`src/rtl/axi_rd_arbiter.sv`:
```
// AXI read-channel arbiter: round-robin between instruction fetch (port 0) and data (port 1),
// one burst in flight, R beats steered back to the port that owns the burst.
module axi_rd_arbiter #(
    parameter int         ADDR_W = 32,
    parameter int         DATA_W = 32,
    parameter logic [3:0] ID0    = 4'd0,
    parameter logic [3:0] ID1    = 4'd1
) (
    input  logic                  aclk,
    input  logic                  areset,
    input  logic [1:0]            req_valid,
    output logic [1:0]            req_ready,
    input  logic [2*ADDR_W-1:0]   req_addr,
    input  logic [15:0]           req_len,
    input  logic [5:0]            req_size,
    output logic [1:0]            resp_valid,
    input  logic [1:0]            resp_ready,
    output logic [DATA_W-1:0]     resp_data,
    output logic                  resp_last,
    output logic                  resp_err,
    output logic [3:0]            arid,
    output logic [ADDR_W-1:0]     araddr,
    output logic [7:0]            arlen,
    output logic [2:0]            arsize,
    output logic [1:0]            arburst,
    output logic                  arlock,
    output logic [3:0]            arcache,
    output logic [2:0]            arprot,
    output logic                  arvalid,
    input  logic                  arready,
    input  logic [3:0]            rid,
    input  logic [DATA_W-1:0]     rdata,
    input  logic [1:0]            rresp,
    input  logic                  rlast,
    input  logic                  rvalid,
    output logic                  rready
);

    typedef enum logic [1:0] {
        ST_IDLE = 2'd0,
        ST_ADDR = 2'd1,
        ST_DATA = 2'd2
    } state_t;

    state_t            state_r;
    logic              last_grant_r;
    logic              owner_r;
    logic              arvalid_r;
    logic [ADDR_W-1:0] addr_r;
    logic [7:0]        len_r;
    logic [2:0]        size_r;

    logic grant_s;
    logic accept_s;
    logic beat_s;
    logic unused_s;

    // Round-robin pick: on a tie the port not served last wins
    always_comb begin
        grant_s = 1'b0;
        if (req_valid == 2'b11) begin
            grant_s = ~last_grant_r;
        end else begin
            grant_s = req_valid[1];
        end
    end

    // Grant offered only while idle; depends on registered state and req_valid only
    always_comb begin
        req_ready = 2'b00;
        if ((state_r == ST_IDLE) && (req_valid != 2'b00)) begin
            req_ready = grant_s ? 2'b10 : 2'b01;
        end else begin
            req_ready = 2'b00;
        end
    end

    // Steer the R beat valid to the owning port only
    always_comb begin
        resp_valid = 2'b00;
        if (state_r == ST_DATA) begin
            resp_valid = owner_r ? {rvalid, 1'b0} : {1'b0, rvalid};
        end else begin
            resp_valid = 2'b00;
        end
    end

    assign accept_s = |(req_valid & req_ready);
    assign rready   = (state_r == ST_DATA) & resp_ready[owner_r];
    assign beat_s   = (state_r == ST_DATA) & rvalid & rready;

    // Burst FSM; the AR payload is latched at grant so the requester may move on
    always_ff @(posedge aclk) begin
        if (areset) begin
            state_r      <= ST_IDLE;
            last_grant_r <= 1'b1;
            owner_r      <= 1'b0;
            arvalid_r    <= 1'b0;
            addr_r       <= {ADDR_W{1'b0}};
            len_r        <= 8'd0;
            size_r       <= 3'd0;
        end else begin
            case (state_r)
                ST_IDLE: begin
                    if (accept_s) begin
                        owner_r   <= grant_s;
                        addr_r    <= grant_s ? req_addr[2*ADDR_W-1:ADDR_W] : req_addr[ADDR_W-1:0];
                        len_r     <= grant_s ? req_len[15:8] : req_len[7:0];
                        size_r    <= grant_s ? req_size[5:3] : req_size[2:0];
                        arvalid_r <= 1'b1;
                        state_r   <= ST_ADDR;
                    end
                end
                ST_ADDR: begin
                    if (arready) begin
                        arvalid_r <= 1'b0;
                        state_r   <= ST_DATA;
                    end
                end
                ST_DATA: begin
                    if (beat_s && rlast) begin
                        last_grant_r <= owner_r;
                        state_r      <= ST_IDLE;
                    end
                end
                default: begin
                    arvalid_r <= 1'b0;
                    state_r   <= ST_IDLE;
                end
            endcase
        end
    end

    assign arid      = owner_r ? ID1 : ID0;
    assign araddr    = addr_r;
    assign arlen     = len_r;
    assign arsize    = size_r;
    assign arvalid   = arvalid_r;
    assign arburst   = 2'b01;
    assign arlock    = 1'b0;
    assign arcache   = 4'b0000;
    assign arprot    = 3'b000;

    assign resp_data = rdata;
    assign resp_last = rlast;
    assign resp_err  = |rresp;

    // Only one burst is ever outstanding, so the returned ID carries no information
    assign unused_s  = ^rid;

endmodule

```
`config.mk`:
```
export PLATFORM = sky130hd
export DESIGN_NAME = axi_rd_arbiter
export DESIGN_NICKNAME = d
export VERILOG_FILES = /design/src/rtl/axi_rd_arbiter.sv
export SDC_FILE = /design/constraint.sdc
export NUM_CORES = 1
export LEC_CHECK = 0
export BUFFER_PORTS_ARGS = -buffer_cell sky130_fd_sc_hd__buf_2
export CAP_MARGIN = 20
export CORE_ASPECT_RATIO = 0.75
export CORE_MARGIN = 4
export CORE_UTILIZATION = 43
export DETAILED_ROUTE_END_ITERATION = 7
export MAX_ROUTING_LAYER = met4
export PLACE_DENSITY = 0.93
export SLEW_MARGIN = 20
export SYNTH_ARGS = -nofsm -noshare
export SYNTH_HDL_FRONTEND = slang
export SYNTH_SLANG_ARGS = --single-unit
```
`constraint.sdc`:
```
create_clock -name aclk -period 2.42 [get_ports aclk]
set_input_delay 0 -clock aclk [delete_from_list [all_inputs] [get_ports aclk]]
set_output_delay 0 -clock aclk [all_outputs]
set_load 0.01 [all_outputs]
```
==> results of run 1 <==
-- critical path: cells and delay by family (launching register included) --
| kind | cells | cell delay [ns] |
|---|---|---|
| flip-flops | 1 | 0.36 |
| AO/OA/AOI/OAI | 2 | 0.76 |
| buffers and inverters | 2 | 0.86 |
| AND/OR/NAND/NOR | 1 | 0.07 |
-- cells in the final DEF, fill, tap and decap left out, types with 2 or more instances in the layout --
| master | instances |
|---|---|
| a21oi_1 | 44 |
| a311oi_1 | 3 |
| a311oi_2 | 40 |
| buf_12 | 2 |
| buf_2 | 148 |
| buf_4 | 3 |
| clkbuf_8 | 5 |
| conb_1 | 13 |
| dfxtp_1 | 48 |
| dlygate4sd3_1 | 82 |
| mux2i_1 | 2 |
| nand2_1 | 89 |
| nor2_1 | 6 |
| nor3_1 | 2 |
| or2_2 | 2 |
-- through the flow --
stage | hold slack [ns] | area (sq um) | setup slack [ns]
CTS | 0.00006862 | 4209 | 0.2100
floorplan | 0.09177 | 2889 | 1.199
detailed placement | 0.00006862 | 3277 | 0.7191
finish | 0.000003925 | 4215 | 0.3049
global route | 0.00001851 | 4215 | 0.1718
global placement | 0.00006862 | 3276 | 0.5675
-- per-layer routing --
layer	share of wire [%]	GRT usage, %
met1	38	26.95
met2	51	42.67
met3	7.9	5.151
met4	2.9	10.22
met5	0	-
-- final timing paths --
check | startpoint | endpoint | slack [ns] | cells after the start
worst max-delay path | last_grant_r | araddr[0] | 0.30 | 5
worst min register to register | arvalid | arvalid | 0.51 | 2
worst max register to register | last_grant_r | araddr[0] | 0.30 | 5
worst min-delay path | rdata[7] | resp_data[7] | 0.000004 | 0
-- kinds of logic (layout without fill, tap and decap cells) --
logic type,Yosys count,after routing
other,2,13
AOI/OAI and AO/OA,94,94
DFF,48,48
muxes,2,2
buffers and inverters,77,243
and+or+nand+nor,105,105
-- flip-flops by register name (all words and copies together), names as in the netlist --
| register | count |
|---|---|
| owner_r | 1 |
| arlen | 8 |
| last_grant_r | 1 |
| state_r | 2 |
| arsize | 3 |
| araddr | 32 |
| arvalid | 1 |
-- area by class of cell --
| class | count | area, sq um | area share, % |
|---|---|---|---|
| Timing Repair Buffer | 235 | 1624 | 38.53 |
| Sequential cell | 48 | 960.9 | 22.80 |
| Clock inverter | 3 | 42.54 | 1.009 |
| Tap cell | 81 | 101.3 | 2.404 |
| Clock buffer | 5 | 68.82 | 1.633 |
| Multi-Input combinational cell | 214 | 1418 | 33.63 |
-- power by group through the flow --
stage	Combinational [mW]	Sequential, mW	Clock (mW)
4_1_cts	0.813	0.941	0.607
5_1_grt	0.907	0.956	0.639
2_1_floorplan	0.466	0.996	0
3_3_place_gp	0.634	0.954	0
6_report	0.836	0.946	0.588
3_5_place_dp	0.653	0.958	0
-- repair_timing --
action,CTS,global route
endpoints found under the setup margin,0,6
hold buffers,82,0
gates resized for setup,0,1
hold endpoints to repair,44,0
==> impl_metrics.env, run 1 <==
export IMPL_status="finished, final reports clean"
export IMPL_diodes=0
export IMPL_post_cts_buffers=0
export IMPL_finalHoldViolations=0
export IMPL_gr_usage_all_layers_pct=24.48
export IMPL_total_leakage_power_nw=1.978
export IMPL_synth_top_family_by_area="compound AO/OA/AOI/OAI gates"
export IMPL_ios=230
export IMPL_first_iter_violations=97
export IMPL_worst_ir_drop_vdd_v=0.0003233
export IMPL_rsz0062_at_grt="no"
export IMPL_ctsRootBufferMaster="clkbuf_8"
export IMPL_tns_ns=0
export IMPL_synth_avg_cell_area_sq_um=8.682
export IMPL_yosysSeqAreaShare_pct=33.74
export IMPL_cts_sinks=48
export IMPL_seqPwrFrac_pct=39.9
export IMPL_fin_util_pct=66.38
export IMPL_path_class="flip-flop to flip-flop"
export IMPL_dpl_cell_count=496
export IMPL_async_reset_ff_share_pct=0
export IMPL_p_sw_share_pct=31.97
export IMPL_gp_congestion=0.8003
export IMPL_dr_pass1_iters=4
export IMPL_cts_buffers=5
export IMPL_worst_pin_slew_ns=0.7135
export IMPL_p_int_mw=1.613
export IMPL_cts_tree="yes"
export IMPL_end_kind="flip-flop"
export IMPL_synth_compound_area_share_pct=31.85
export IMPL_routed_wl_um=9576
export IMPL_setup_viol=0
export IMPL_timing_slew_headroom_pct=52.43
export IMPL_ant_nets=0
export IMPL_cp_slowest_cell="dlygate4sd3_1"
export IMPL_synth_most_common_cell="nand2_1"
export IMPL_synth_cells=328
export IMPL_ys_ff_latch=48
export IMPL_start_util_pct=44.85
export IMPL_synthMuxAreaShare_pct=0.7030
export IMPL_core_area_sq_um=6350
export IMPL_dieWidth_um=102.0
export IMPL_power_per_cell_area_nw_per_um2=562.4
export IMPL_die_area_sq_um=8002
export IMPL_vias_per_cell=5.375
export IMPL_synth_area_sq_um=2848
export IMPL_yosys_top_cells_count="nand2_1, dfxtp_1, buf_4"
export IMPL_fin_cells=586
export IMPL_area_delta_synth_final_pct=48.02
export IMPL_path_clk_slew_ns=0.10
export IMPL_grt_antenna_before_repair=0
export IMPL_nFillCells=513
export IMPL_fin_crit_sh_pct=87.40
export IMPL_hold_path_class="input pin to primary output"
export IMPL_grt_max_degree=47
export IMPL_final_layout_size_suffix_gt1_share_pct=40.99
export IMPL_yosys_area_share_simple_pct=14.94
export IMPL_crit_fanout=28
export IMPL_arrival_ns=2.36
export IMPL_grt_pass1_vias=3212
export IMPL_synth_edf_count=0
export IMPL_maxCapViolCount=0
export IMPL_cp_start_kind="flip-flop"
export IMPL_final_max_slew_viol_count=0
export IMPL_combPwrFrac_pct=35.3
export IMPL_layout_min_cycle_time_ns=2.115
export IMPL_ys_types=28
export IMPL_grt_pass1_wl_um=15370
export IMPL_synth_area_leaders="dfxtp_1, a311oi_2, buf_4"
export IMPL_netSwitchingPower_mw=0.7580
export IMPL_die_h_um=78.48
export IMPL_clock_latency_ns=0.30
export IMPL_clock_power_share_pct=24.8
export IMPL_yosys_area_share_xor_xnor_pct=0
export IMPL_power_total_mw=2.371
export IMPL_cp_required_ns=2.66
export IMPL_rows=25
export IMPL_routedWlPerCell_um=16.34
export IMPL_portBuffers=148
export IMPL_ys_flop_type="dfxtp_1"
export IMPL_grt_overflow_total=0
export IMPL_synth_largest_area_cell="dfxtp_1"
export IMPL_max_stage_delay_ns=0.62
export IMPL_fin_skew_ns=0.009906
export IMPL_ys_warn_count=0
export IMPL_crit_chain="a21boi_4, buf_12, nand2_1, a311oi_1, dlygate4sd3_1"
export IMPL_synth_top_cell_area_share_pct=33.74
export IMPL_synthAdderAreaFrac_pct=0
export IMPL_drc_errors=0
export IMPL_place_hpwl_um=5495
export IMPL_vias=3150
export IMPL_max_freq_mhz=472.8
export IMPL_clockBufferDepth=2
export IMPL_final_nets=637
export IMPL_cts_htree_levels=2
No activity file was read; power rests on OpenSTA's default activity.
==> run 2: changes to the inputs <==
--- a/config.mk
+++ b/config.mk
@@ -7,12 +7,14 @@
 export LEC_CHECK = 0
 export BUFFER_PORTS_ARGS = -buffer_cell sky130_fd_sc_hd__buf_2
 export CAP_MARGIN = 20
+export CELL_PAD_IN_SITES_DETAIL_PLACEMENT = 0
+export CELL_PAD_IN_SITES_GLOBAL_PLACEMENT = 1
 export CORE_ASPECT_RATIO = 0.75
 export CORE_MARGIN = 4
-export CORE_UTILIZATION = 43
+export CORE_UTILIZATION = 28
 export DETAILED_ROUTE_END_ITERATION = 7
 export MAX_ROUTING_LAYER = met4
-export PLACE_DENSITY = 0.93
+export PLACE_DENSITY = 0.91
 export SLEW_MARGIN = 20
 export SYNTH_ARGS = -nofsm -noshare
 export SYNTH_HDL_FRONTEND = slang
==> constraint.sdc (replaced) <==
create_clock -name aclk -period 2.42 [get_ports aclk]
set_input_delay 0 -clock aclk [delete_from_list [all_inputs] [get_ports aclk]]
set_output_delay 0 -clock aclk [all_outputs]
set_load 0.05 [all_outputs]
==> run 2 against run 1 <==
Net effect:
- non-clock buffer count fell by 60
- sequential share of layout area is 3.2 points higher
- clock-buffer cell count up 1
- critical path depth unchanged
- cell count decreased by 1.7%
- core utilization decreased by 29 points
- clock skew decreased by 0.0068 ns
- power increased by 11%
- maximum frequency decreased by 4.7%
- via count shrank 13%
- critical path type unchanged
==> impl_metrics.env, run 2 (synthesis gave the netlist of run 1 again) <==
export IMPL_grt_pass1_vias=2772
export IMPL_power_total_mw=2.638
export IMPL_wl_met1_um=3888
export IMPL_routed_wl_um=8435
export IMPL_cts_htree_levels=2
export IMPL_ant_nets=0
export IMPL_routedWlPerCell_um=14.64
export IMPL_clockBufferDepth=2
export IMPL_gp_congestion=0.7882
export IMPL_p_sw_share_pct=40.27
export IMPL_ctsRootBufferMaster="clkbuf_16"
export IMPL_path_class="flip-flop to flip-flop"
export IMPL_clock_power_share_pct=25.3
export IMPL_timing_slew_headroom_pct=51.24
export IMPL_max_freq_mhz=450.7
export IMPL_fin_crit_sh_pct=91.69
export IMPL_start_util_pct=29.13
export IMPL_arrival_ns=2.44
export IMPL_worst_ir_drop_vdd_v=0.0002247
export IMPL_total_leakage_power_nw=1.684
export IMPL_gr_usage_all_layers_pct=13.97
export IMPL_grt_pass1_wl_um=13550
export IMPL_grt_max_degree=47
export IMPL_vias=2738
export IMPL_maxCapViolCount=0
export IMPL_power_per_cell_area_nw_per_um2=714.8
export IMPL_worst_pin_slew_ns=0.7315
export IMPL_fin_ws_ns=0.2011
export IMPL_final_nets=577
export IMPL_core_area_sq_um=9774
export IMPL_r2r_slack_ns=0.20
export IMPL_portBuffers=148
export IMPL_cts_tree="yes"
export IMPL_place_hpwl_um=5721
export IMPL_fin_skew_ns=0.003060
export IMPL_grt_antenna_before_repair=0
export IMPL_dr_pass1_iters=5
export IMPL_cts_buffers=5
export IMPL_status="finished, final reports clean"
export IMPL_ios=230
export IMPL_crit_fanout=27
export IMPL_rsz0062_at_grt="no"
export IMPL_cp_start_kind="flip-flop"
export IMPL_grt_overflow_total=0
export IMPL_highest_signal_layer="met4"
export IMPL_layout_commonest_cell="buf_2"
export IMPL_clock_latency_ns=0.28
export IMPL_die_h_um=95.34
export IMPL_netSwitchingPower_mw=1.062
export IMPL_area_delta_synth_final_pct=29.61
export IMPL_cp_required_ns=2.65
export IMPL_first_iter_violations=113
export IMPL_wl_met2_um=3845
export IMPL_drc_errors=0
export IMPL_dieWidth_um=124.5
export IMPL_rows=31
export IMPL_diodes=0
export IMPL_path_clk_slew_ns=0.06
export IMPL_dpl_worst_slack_ns=0.7144
export IMPL_finalHoldViolations=0
export IMPL_vias_per_cell=4.753
export IMPL_die_area_sq_um=11870
export IMPL_cts_sinks=48
export IMPL_seqPwrFrac_pct=35.7
export IMPL_layout_min_cycle_time_ns=2.219
export IMPL_tns_ns=0
export IMPL_setup_viol=0
export IMPL_wl_met3_um=646
export IMPL_final_max_slew_viol_count=0
export IMPL_final_layout_size_suffix_gt1_share_pct=46.40
export IMPL_combPwrFrac_pct=39.0
export IMPL_largest_reg_flops=32
export IMPL_fin_util_pct=37.76
export IMPL_hold_path_class="input pin to primary output"
export IMPL_p_int_mw=1.576
export IMPL_final_cell_mix="buf_2, nand2_1, dfxtp_1"
export IMPL_end_kind="flip-flop"
## run 2: changes by cell type in the layout (fill, tap and decap cells not counted), sizes merged
cell,before,now
clkinvlp,1,0
dlygate4sd3,82,21
buf,153,154
bufinv,1,0
clkbuf,5,6
## run 2: critical path: stages, from the launching register on
cell,delay [ns]
dfxtp_1,0.40
a21bo_2,0.43
buf_4,0.40
nand2_1,0.10
a311oi_1,0.24
dlygate4sd3_1,0.57
## run 2: path summary, 6_finish.rpt
kind / endpoint / cells after the start / from
setup / recovery: araddr[2] / 5 / last_grant_r
hold / removal: resp_data[21] / 0 / rdata[21]
setup reg to reg: araddr[2] / 5 / last_grant_r
hold reg to reg: arvalid / 2 / arvalid
## run 2: final cells by class
cell class	instances	area, sq um
multi-input combinational	214	1410
sequential	48	960.9
timing repair buffer	175	1021
clock buffer	6	128.9
clock inverter	1	5.005
tap	132	165.2
fill	1022	6083
## run 2: repair_timing
item,4_1_cts,5_1_grt
hold buffers,21,0
setup buffers,0,0
endpoints found under the hold margin,16,0
resized for setup,0,0
## run 2: power by group through the flow
| stage | logic, mW | clock network [mW] | registers (mW) |
|---|---|---|---|
| 6_report | 1.03 | 0.668 | 0.941 |
| 4_1_cts | 1.03 | 0.702 | 0.942 |
| 3_5_place_dp | 0.996 | 0 | 0.959 |
| 5_1_grt | 1.10 | 0.719 | 0.953 |
| 3_3_place_gp | 0.982 | 0 | 0.954 |
| 2_1_floorplan | 0.613 | 0 | 1.27 |
## run 2: routing by layer
metal | global-route usage [%] | up-vias
met5 | - | -
met3 | 4.423 | 6
met4 | 3.285 | 0
li1 | - | 1324
met1 | 17.16 | 1282
met2 | 22.66 | 126
## run 2: through the flow
step | area [sq um] | cells | hold WS, ns
final | 3691 | 576 | 0.00001930
after global routing | 3691 | 576 | 0.00007183
after CTS | 3691 | 576 | 0.0003409
after detailed placement | 3347 | 548 | 0.0003409
after global placement | 3347 | 548 | 0.0003409
after floorplan | 2889 | 339 | 0.1166
